<file path="config.mk">
export PLATFORM = sky130hd
export DESIGN_NAME = sequence_serializer
export DESIGN_NICKNAME = d
export VERILOG_FILES = /design/src/rtl/sequence_pkg.sv /design/src/rtl/sequence_bit_counter.sv /design/src/rtl/sequence_serializer.sv
export SDC_FILE = /design/constraint.sdc
export NUM_CORES = 1
export LEC_CHECK = 0
export CELL_PAD_IN_SITES_DETAIL_PLACEMENT = 1
export CELL_PAD_IN_SITES_GLOBAL_PLACEMENT = 1
export CORE_UTILIZATION = 40
export CTS_BUF_LIST = sky130_fd_sc_hd__clkbuf_8
export DETAILED_ROUTE_END_ITERATION = 10
export HOLD_SLACK_MARGIN = 0.03
export PLACE_DENSITY_LB_ADDON = 0.1
export SYNTH_ARGS = -nofsm -noshare
export SYNTH_HDL_FRONTEND = slang
export SYNTH_SLANG_ARGS = --single-unit
</file>
<file path="constraint.sdc">
create_clock -name clock -period 2.3 [get_ports clock]
set_input_delay 0.23 -clock clock [delete_from_list [all_inputs] [get_ports clock]]
set_output_delay 0.23 -clock clock [all_outputs]
set_load 0.01 [all_outputs]
</file>
<file path="src/rtl/sequence_pkg.sv">
// Shared definitions for the serializer and the downstream 1011 detector.
package sequence_pkg;

  localparam int unsigned DEFAULT_WIDTH = 8;

  typedef enum logic {
    IDLE  = 1'b0,
    SHIFT = 1'b1
  } ser_state_t;

  typedef enum logic [1:0] {
    DET_S0   = 2'd0,
    DET_S1   = 2'd1,
    DET_S10  = 2'd2,
    DET_S101 = 2'd3
  } det_state_t;

endpackage

</file>
<file path="src/rtl/sequence_bit_counter.sv">
// Bit position counter for the serializer; wraps to 0 after WIDTH-1.
module sequence_bit_counter
  import sequence_pkg::*;
#(
  parameter int unsigned WIDTH = DEFAULT_WIDTH
) (
  input  logic                       clock,
  input  logic                       reset_n,
  input  logic                       enable,
  input  logic                       clear,
  input  logic                       load,
  output logic [$clog2(WIDTH)-1:0]   count,
  output logic                       last
);

  localparam int unsigned CW = $clog2(WIDTH);

  assign last = (count == CW'(WIDTH - 1));

  always_ff @(posedge clock or negedge reset_n) begin
    if (!reset_n) begin
      count <= '0;
    end else if (clear || load) begin
      count <= '0;
    end else if (enable) begin
      count <= last ? '0 : count + 1'b1;
    end
  end

endmodule

</file>
<file path="src/rtl/sequence_serializer.sv">
// Parallel-to-serial converter with a one-word holding register and
// gapless back-to-back words; shift_en stalls only the serial side.
module sequence_serializer
  import sequence_pkg::*;
#(
  parameter int unsigned WIDTH     = DEFAULT_WIDTH,
  parameter int unsigned MSB_FIRST = 1
) (
  input  logic             clock,
  input  logic             reset_n,
  input  logic [WIDTH-1:0] in_data,
  input  logic             in_valid,
  output logic             in_ready,
  input  logic             shift_en,
  output logic             sequence_in,
  output logic             serial_valid,
  output logic             word_done
);

  localparam int unsigned CW = $clog2(WIDTH);

  ser_state_t       state, state_nxt;
  logic [WIDTH-1:0] hold_reg, shreg, shreg_adv;
  logic             hold_full, seq_bit, done_q;
  logic [CW-1:0]    bit_cnt;
  logic             bit_last;
  logic             accept, start, reload, advance, finish, transfer;

  function automatic logic first_bit(input logic [WIDTH-1:0] w);
    return (MSB_FIRST != 0) ? w[WIDTH-1] : w[0];
  endfunction

  // Rotate rather than shift so the outgoing bit always sits at first_bit().
  assign shreg_adv = (MSB_FIRST != 0) ? {shreg[WIDTH-2:0], shreg[WIDTH-1]}
                                      : {shreg[0], shreg[WIDTH-1:1]};

  assign in_ready     = ~hold_full;
  assign accept       = in_valid & ~hold_full;
  assign transfer     = start | reload;
  assign serial_valid = (state == SHIFT);
  assign sequence_in  = seq_bit;
  assign word_done    = done_q;

  always_ff @(posedge clock or negedge reset_n) begin
    if (!reset_n) begin
      state <= IDLE;
    end else begin
      state <= state_nxt;
    end
  end

  always_comb begin
    state_nxt = state;
    case (state)
      IDLE:    if (hold_full && shift_en) state_nxt = SHIFT;
      SHIFT:   if (shift_en && bit_last && !hold_full) state_nxt = IDLE;
      default: state_nxt = IDLE;
    endcase
  end

  always_comb begin
    start   = 1'b0;
    reload  = 1'b0;
    advance = 1'b0;
    finish  = 1'b0;
    case (state)
      IDLE: start = hold_full & shift_en;
      SHIFT: begin
        if (shift_en) begin
          if (bit_last) begin
            finish = 1'b1;
            reload = hold_full;
          end else begin
            advance = 1'b1;
          end
        end
      end
      default: ;
    endcase
  end

  // accept and transfer are mutually exclusive: one needs hold empty, the other full.
  always_ff @(posedge clock or negedge reset_n) begin
    if (!reset_n) begin
      hold_reg  <= '0;
      hold_full <= 1'b0;
      shreg     <= '0;
      seq_bit   <= 1'b0;
      done_q    <= 1'b0;
    end else begin
      done_q <= finish;
      if (transfer) begin
        hold_full <= 1'b0;
      end else if (accept) begin
        hold_full <= 1'b1;
        hold_reg  <= in_data;
      end
      if (transfer) begin
        shreg   <= hold_reg;
        seq_bit <= first_bit(hold_reg);
      end else if (advance) begin
        shreg   <= shreg_adv;
        seq_bit <= first_bit(shreg_adv);
      end else if (finish) begin
        seq_bit <= 1'b0;
      end
    end
  end

  sequence_bit_counter #(.WIDTH(WIDTH)) u_bit_counter (
    .clock   (clock),
    .reset_n (reset_n),
    .enable  ((state == SHIFT) && shift_en),
    .clear   (state == IDLE),
    .load    (transfer),
    .count   (bit_cnt),
    .last    (bit_last)
  );

  bit_cnt_in_range: assert property (@(posedge clock) disable iff (!reset_n)
    bit_cnt <= CW'(WIDTH - 1));

endmodule

</file>
==> summary.md, run 1 <==
| Metric | Value |
|---|---|
| Warnings, synthesis | `0` |
| CTS Sinks | `23` |
| Clk buf depth | `2` |
| Slew Limit Fails | `0` |
| CP Max Fanout | `3` |
| CP endpoint kind | `register` |
| Max VDD drop | `about 0.00068 V` |
| Initial antenna violation count | `0` |
| DRC Markers | `0` |
| Rel. slew slack | `78.5%` |
| Io pins | `16` |
| Drt wl/cell | `14.8 um` |
| Final Cycle Share | `about three quarters` |
| Pre-CTS setup slack | `0.461 ns` |
| Routability Congestion | `slightly above 0.7` |
| Vias in the first global route | `around 700` |
| Kind of critical path | `reg -> reg` |
| Clock slew at reported path FFs | `0.08 ns` |
| First-pass GRT wire length | `3280 um` |
| Fin area | `1270 um^2` |
| Port buffer count | `15` |
| DRT iter0 DRCs | `6` |
| Antenna diodes | `0` |
| Sequential element share of the synthesized area | `55.2%` |
| CP Launch Type | `register` |
| CTS tree | `done` |
| Total routed wirelength | `approximately 2000 um` |
| Antenna Nets Post-Route | `0` |
| Routed vias | `671` |
| Final count of negative-setup-slack endpoints | `0` |
| RSZ-0062 raised after global routing | `no` |
| Nets | `between 100 and 150` |
| Core box area | `2480 um^2` |
| Unique masters post-synth | `24` |
| Drt via density | `5.08` |
| Area post-placement | `1230 um^2` |
| Worst Hold Class | `in -> async` |
| P_sw | `0.430 mW` |
| Syn avg cell area | `12.6 um^2` |
| Hold_buf cts | `0` |
| Die X | `53.0 um` |
| Setup ws final | `0.537 ns` |
| Clock network power share | `between 10% and 20%` |
| Die Height | `53.0 um` |
| Pwr/cell area | `around 1100 nW/um^2` |
| Post-CTS Setup Bufs | `0` |
| #FFs+latches synth | `23` |
| Syn nets | `98` |
| Crit path DAT | `1.91 ns` |
| Switching part of the total power | `30.6%` |
| FP Rows | `18` |
| GRT Util Overall | `16.5%` |
| Logic pwr share | `31.9%` |
| DIE AREA | `between 2000 and 3000 um^2` |
| Max Clk Rate | `567 MHz` |
| Tightest Pin Transition | `0.323 ns` |
| Skew-Pair Late Insertion Delay | `0.26 ns` |
| Largest net degree at the start of global routing | `24` |
| Area of the mapped netlist | `1040 um^2` |
| Overall Power | `between 1 and 1.5 mW` |
| Status | `finished clean` |
| Clock root buffer master | `clkbuf_8` |
| Fin crit period | `1.76 ns` |
| Leak | `0.574 nW` |
| Layout cells sized above 1 | `19.6%` |
| DRT Pass-1 Iters | `4` |
| Post-DP HPWL | `around 1500 um` |
| Setup TNS Final | `0 ns` |
| Area delta synth->final | `22.2%` |
| Post-CTS Resized | `0` |
| Post-synthesis cell count | `83` |
| Num CTS Buffers | `3` |
| Internal power | `around 0.98 mW` |
| R2R depth | `5` |
| Hold Fails Final Rpt | `0` |
| Clock Skews | `0.00147 ns` |
| Max-capacitance violation count | `0` |
| Reg power frac | `50.5%` |
| Grt total ovfl | `0` |
| WHS | `0.319 ns` |
| Critical path data required time | `2.45 ns` |
| Initial core utilization | `42.1%` |
| Clock H-tree levels | `1` |
worst max-delay path, cell delays in order (launching register included):
cell and delay [ns]:
dfrtp_1 0.39, ha_1 0.22, ha_1 0.17, and3b_1 0.29, mux2_4 0.32, mux2_4 0.26
cell usage in the layout, fill, tap and decap left out:
| cell type | instances |
|---|---|
| and3b_1 | 1 |
| clkbuf_8 | 3 |
| o21a_1 | 1 |
| nand2b_1 | 1 |
| o211ai_1 | 1 |
| nand2_1 | 3 |
| nor2b_1 | 2 |
| nor3_1 | 7 |
| mux2i_1 | 7 |
| clkdlybuf4s50_1 | 15 |
| or2_1 | 1 |
| mux2_4 | 2 |
| mux2_2 | 9 |
| a21boi_1 | 1 |
| nand2_2 | 1 |
| clkinv_2 | 1 |
| nor3b_1 | 1 |
| buf_4 | 4 |
| o21ai_0 | 1 |
| a21oi_1 | 8 |
| ha_1 | 3 |
| inv_1 | 2 |
| nor2_1 | 2 |
| a22o_1 | 1 |
| a221o_1 | 1 |
| dfrtp_1 | 23 |
power by group through the flow:
stage / combinational, mW / sequential (mW) / clock, mW
final: 0.450 / 0.711 / 0.248
after global routing: 0.510 / 0.734 / 0.264
after CTS: 0.459 / 0.712 / 0.247
after detailed placement: 0.455 / 0.719 / 0
after global placement: 0.439 / 0.713 / 0
after floorplan: 0.333 / 0.679 / 0
synth_stat cells, drive strengths merged:
library cell | number | share of area (%)
a21oi | 8 | 3.8
a221o | 1 | 0.96
nor2 | 2 | 0.72
buf | 4 | 3.1
inv | 2 | 0.72
ha | 3 | 3.6
o21ai | 1 | 0.48
a21boi | 1 | 0.72
nor3 | 7 | 3.4
mux2i | 7 | 6.7
mux2 | 11 | 13
dfrtp | 23 | 55
a22o | 1 | 0.84
or2 | 1 | 0.60
nand2 | 4 | 1.7
o21a | 1 | 0.72
nor2b | 2 | 1.2
and3b | 1 | 0.84
nor3b | 1 | 0.72
o211ai | 1 | 0.72
nand2b | 1 | 0.60
per-layer routing:
layer / share of wire [%] / global-route usage (%) / up-vias
met1: 49 / 22.8 / 322
met4: 0.31 / 3.95 / 0
met5: 0 / 0 / -
met3: 3.7 / 3.74 / 2
met2: 47 / 26.2 / 13
li1: - / - / 334
cell type report:
cell class / instances / area, um^2
Fill cell: 266 / 1200
Multi-Input combinational cell: 54 / 427
Timing Repair Buffer: 19 / 180
Clock inverter: 1 / 5.00
Clock buffer: 3 / 41.3
Inverter: 2 / 7.51
Tap cell: 30 / 37.5
Sequential cell: 23 / 576
cells by family after synthesis:
logic type,after synthesis,synth area share [%]
AND/OR/NAND/NOR,19,9.73
multiplexers,18,19.3
adder cells (fa/ha/maj),3,3.60
buffers and inverters,6,3.84
AO/OA/AOI/OAI,14,8.28
flip-flops,23,55.2
final timing paths:
kind / slack, ns / from / endpoint
worst max-delay path: 0.54 / u_bit_counter.count[0] / shreg[6]
worst min-delay path: 0.32 / reset_n / u_bit_counter.count[2]
worst max register to register: 0.54 / u_bit_counter.count[0] / shreg[6]
worst min register to register: 0.51 / u_bit_counter.count[1] / u_bit_counter.count[1]
max in group asynchronous: 1.76 / reset_n / hold_full
min in group clock: 0.51 / u_bit_counter.count[1] / u_bit_counter.count[1]
metrics by stage:
stage / instances / utilization [%]
2_1_floorplan: 83 / -
4_1_cts: 132 / 51.4
5_1_grt: 132 / 51.4
6_report: 132 / 51.4
3_3_place_gp: 128 / 49.5
3_5_place_dp: 128 / 49.5
Note: power is estimated with default switching activity, not from simulation.
==> inputs of run 2 (changes only) <==
clock period = 1.7 ns   (was 2.3 ns; I/O delays follow)
==> run 2 against run 1 <==
  * Hold slack worse by 0.071 ns
  * Non-clock buffer count is 6 higher
  * Cell count is 4.5% higher
  * Core utilization is 2.1 points higher
  * Die area stayed put
  * Global-route usage is 1.4 points higher
  * Critical path type unchanged
  * Critical endpoint unchanged
==> summary.md, run 2 (synthesized netlist as in run 1, its figures left out) <==
| Metric | Value |
|---|---|
| Fin crit period | `between 1.5 and 2 ns` |
| Vias in the first global route | `740` |
| Clock slew at reported path FFs | `~0.080 ns` |
| Pwr/cell area | `1470 nW/um^2` |
| Setup TNS Final | `0 ns` |
| Routability Congestion | `between 0.7 and 0.8` |
| Most frequent cells in the layout | `dfrtp_1, clkdlybuf4s50_1, buf_4, mux2_2, a21oi_1` |
| DRT iter0 DRCs | `1` |
| Clk buf depth | `2` |
| Most common library cell in the layout ignoring fill and taps | `dfrtp_1` |
| Status | `finished clean` |
| Drt via density | `5.22` |
| DIE AREA | `between 2000 and 3000 um^2` |
| DRC Markers | `0` |
| Drt wl/cell | `about 15 um` |
| Kind of critical path | `reg -> reg` |
| Slew Limit Fails | `0` |
| Die Height | `53.0 um` |
| Die X | `53.0 um` |
| Leak | `around 0.6 nW` |
| Crit path launch | `u_bit_counter.count[1]` |
| Initial antenna violation count | `0` |
| Post-DP HPWL | `around 1500 um` |
| Final count of negative-setup-slack endpoints | `0` |
| Dpl cells | `132` |
| Area post-placement | `1260 um^2` |
| Num CTS Buffers | `3` |
| Layout cells sized above 1 | `approximately 27%` |
| Final Non-Filler Cells | `138` |
| Crit path DAT | `1.82 ns` |
| Fin area | `between 1000 and 1500 um^2` |
| Routed vias | `721` |
| Hold Fails Final Rpt | `0` |
| R2R Path Start | `u_bit_counter.count[1]` |
| CTS Sinks | `23` |
| CTS tree | `done` |
| DRT Pass-1 Iters | `4` |
| Nets | `124` |
| Core box area | `around 2500 um^2` |
| Grt total ovfl | `0` |
| Max Clk Rate | `603 MHz` |
| Utilization after layout | `53.5%` |
| Critical path data required time | `1.86 ns` |
| Rel. slew slack | `80.5%` |
| Worst R2R End | `shreg[6]` |
| Antenna diodes | `0` |
| Hold_buf cts | `0` |
| Largest net degree at the start of global routing | `24` |
| Port buffer count | `15` |
| First-pass GRT wire length | `3400 um` |
| Final Cycle Share | `97.5%` |
| Antenna Nets Post-Route | `0` |
| R2R depth | `5` |
| GRT Util Overall | `between 15 and 20%` |
| Total routed wirelength | `2050 um` |
| Worst reg2reg setup slack | `0.04 ns` |
| Worst Hold Class | `in -> async` |
| Clock H-tree levels | `1` |
| Clock root buffer master | `clkbuf_8` |
| Max-capacitance violation count | `0` |
| Io pins | `16` |
| Pre-CTS setup slack | `slightly above 0.04 ns` |
| FP Rows | `18` |
| Setup ws final | `between 0.04 and 0.05 ns` |
| CP endpoint kind | `register` |
| Area delta synth->final | `27.1%` |
| CP Launch Type | `register` |
| Skew-Pair Late Insertion Delay | `0.27 ns` |
| Initial core utilization | `42.1%` |
| CP Max Fanout | `3` |
| Tightest Pin Transition | `slightly below 0.3 ns` |
| Max VDD drop | `0.000780 V` |
| Clock Skews | `0.00277 ns` |
[run 2: cell types whose count changed in the layout (fill, tap and decap cells not counted)]
cell     change
and3b_1      -1
and3b_2      +1
buf_4        +6
ha_1         -2
ha_2         +2
[run 2: layer usage]
| metal | part of all wire (%) | track usage (%) | wire [um] |
|---|---|---|---|
| met5 | 0 | 0 | 0 |
| met4 | 2.6 | 11.8 | 53 |
| met3 | 3.0 | 3.45 | 61 |
| met2 | 45 | 27.6 | 930 |
| met1 | 49 | 22.6 | 1000 |
[run 2: area by class of cell]
cell class                 instances  area [um^2]
inverter                           2         7.51
tap                               30         37.5
multi-input combinational         54          433
timing repair buffer              25          225
clock inverter                     1         5.00
clock buffer                       3         41.3
sequential                        23          576
fill                             276         1150
[run 2: timing repair]
item,4_1_cts,5_1_grt
endpoints found under the setup margin,0,5
resized for setup,0,1
buffers inserted,0,2
[run 2: worst max-delay path: stages, from the launching register on]
cell and delay [ns]:
dfrtp_1 0.39, ha_2 0.20, ha_2 0.15, and3b_2 0.26, mux2_4 0.30, mux2_4 0.25
[run 2: power by group]
group / switching, mW / internal, mW
clock network: 0.179 / 0.164
logic: 0.250 / 0.406
registers: 0.159 / 0.796
[run 2: worst max-delay path by stage]
stage                     endpoint  slack, ns  cells after the start
after floorplan           shreg[6]      -0.01                      6
after global placement    shreg[6]       0.07                      5
after detailed placement  shreg[6]       0.04                      5
after CTS                 shreg[6]       0.02                      5
after global routing      shreg[6]     -0.002                      5
final                     shreg[6]       0.04                      5
[run 2: through the flow]
step	hold slack, ns	power, mW
final	0.247	1.95
after CTS	0.256	1.96
after floorplan	-0.126	1.37
after detailed placement	0.501	1.60
after global placement	0.495	1.56
after global routing	0.266	2.10
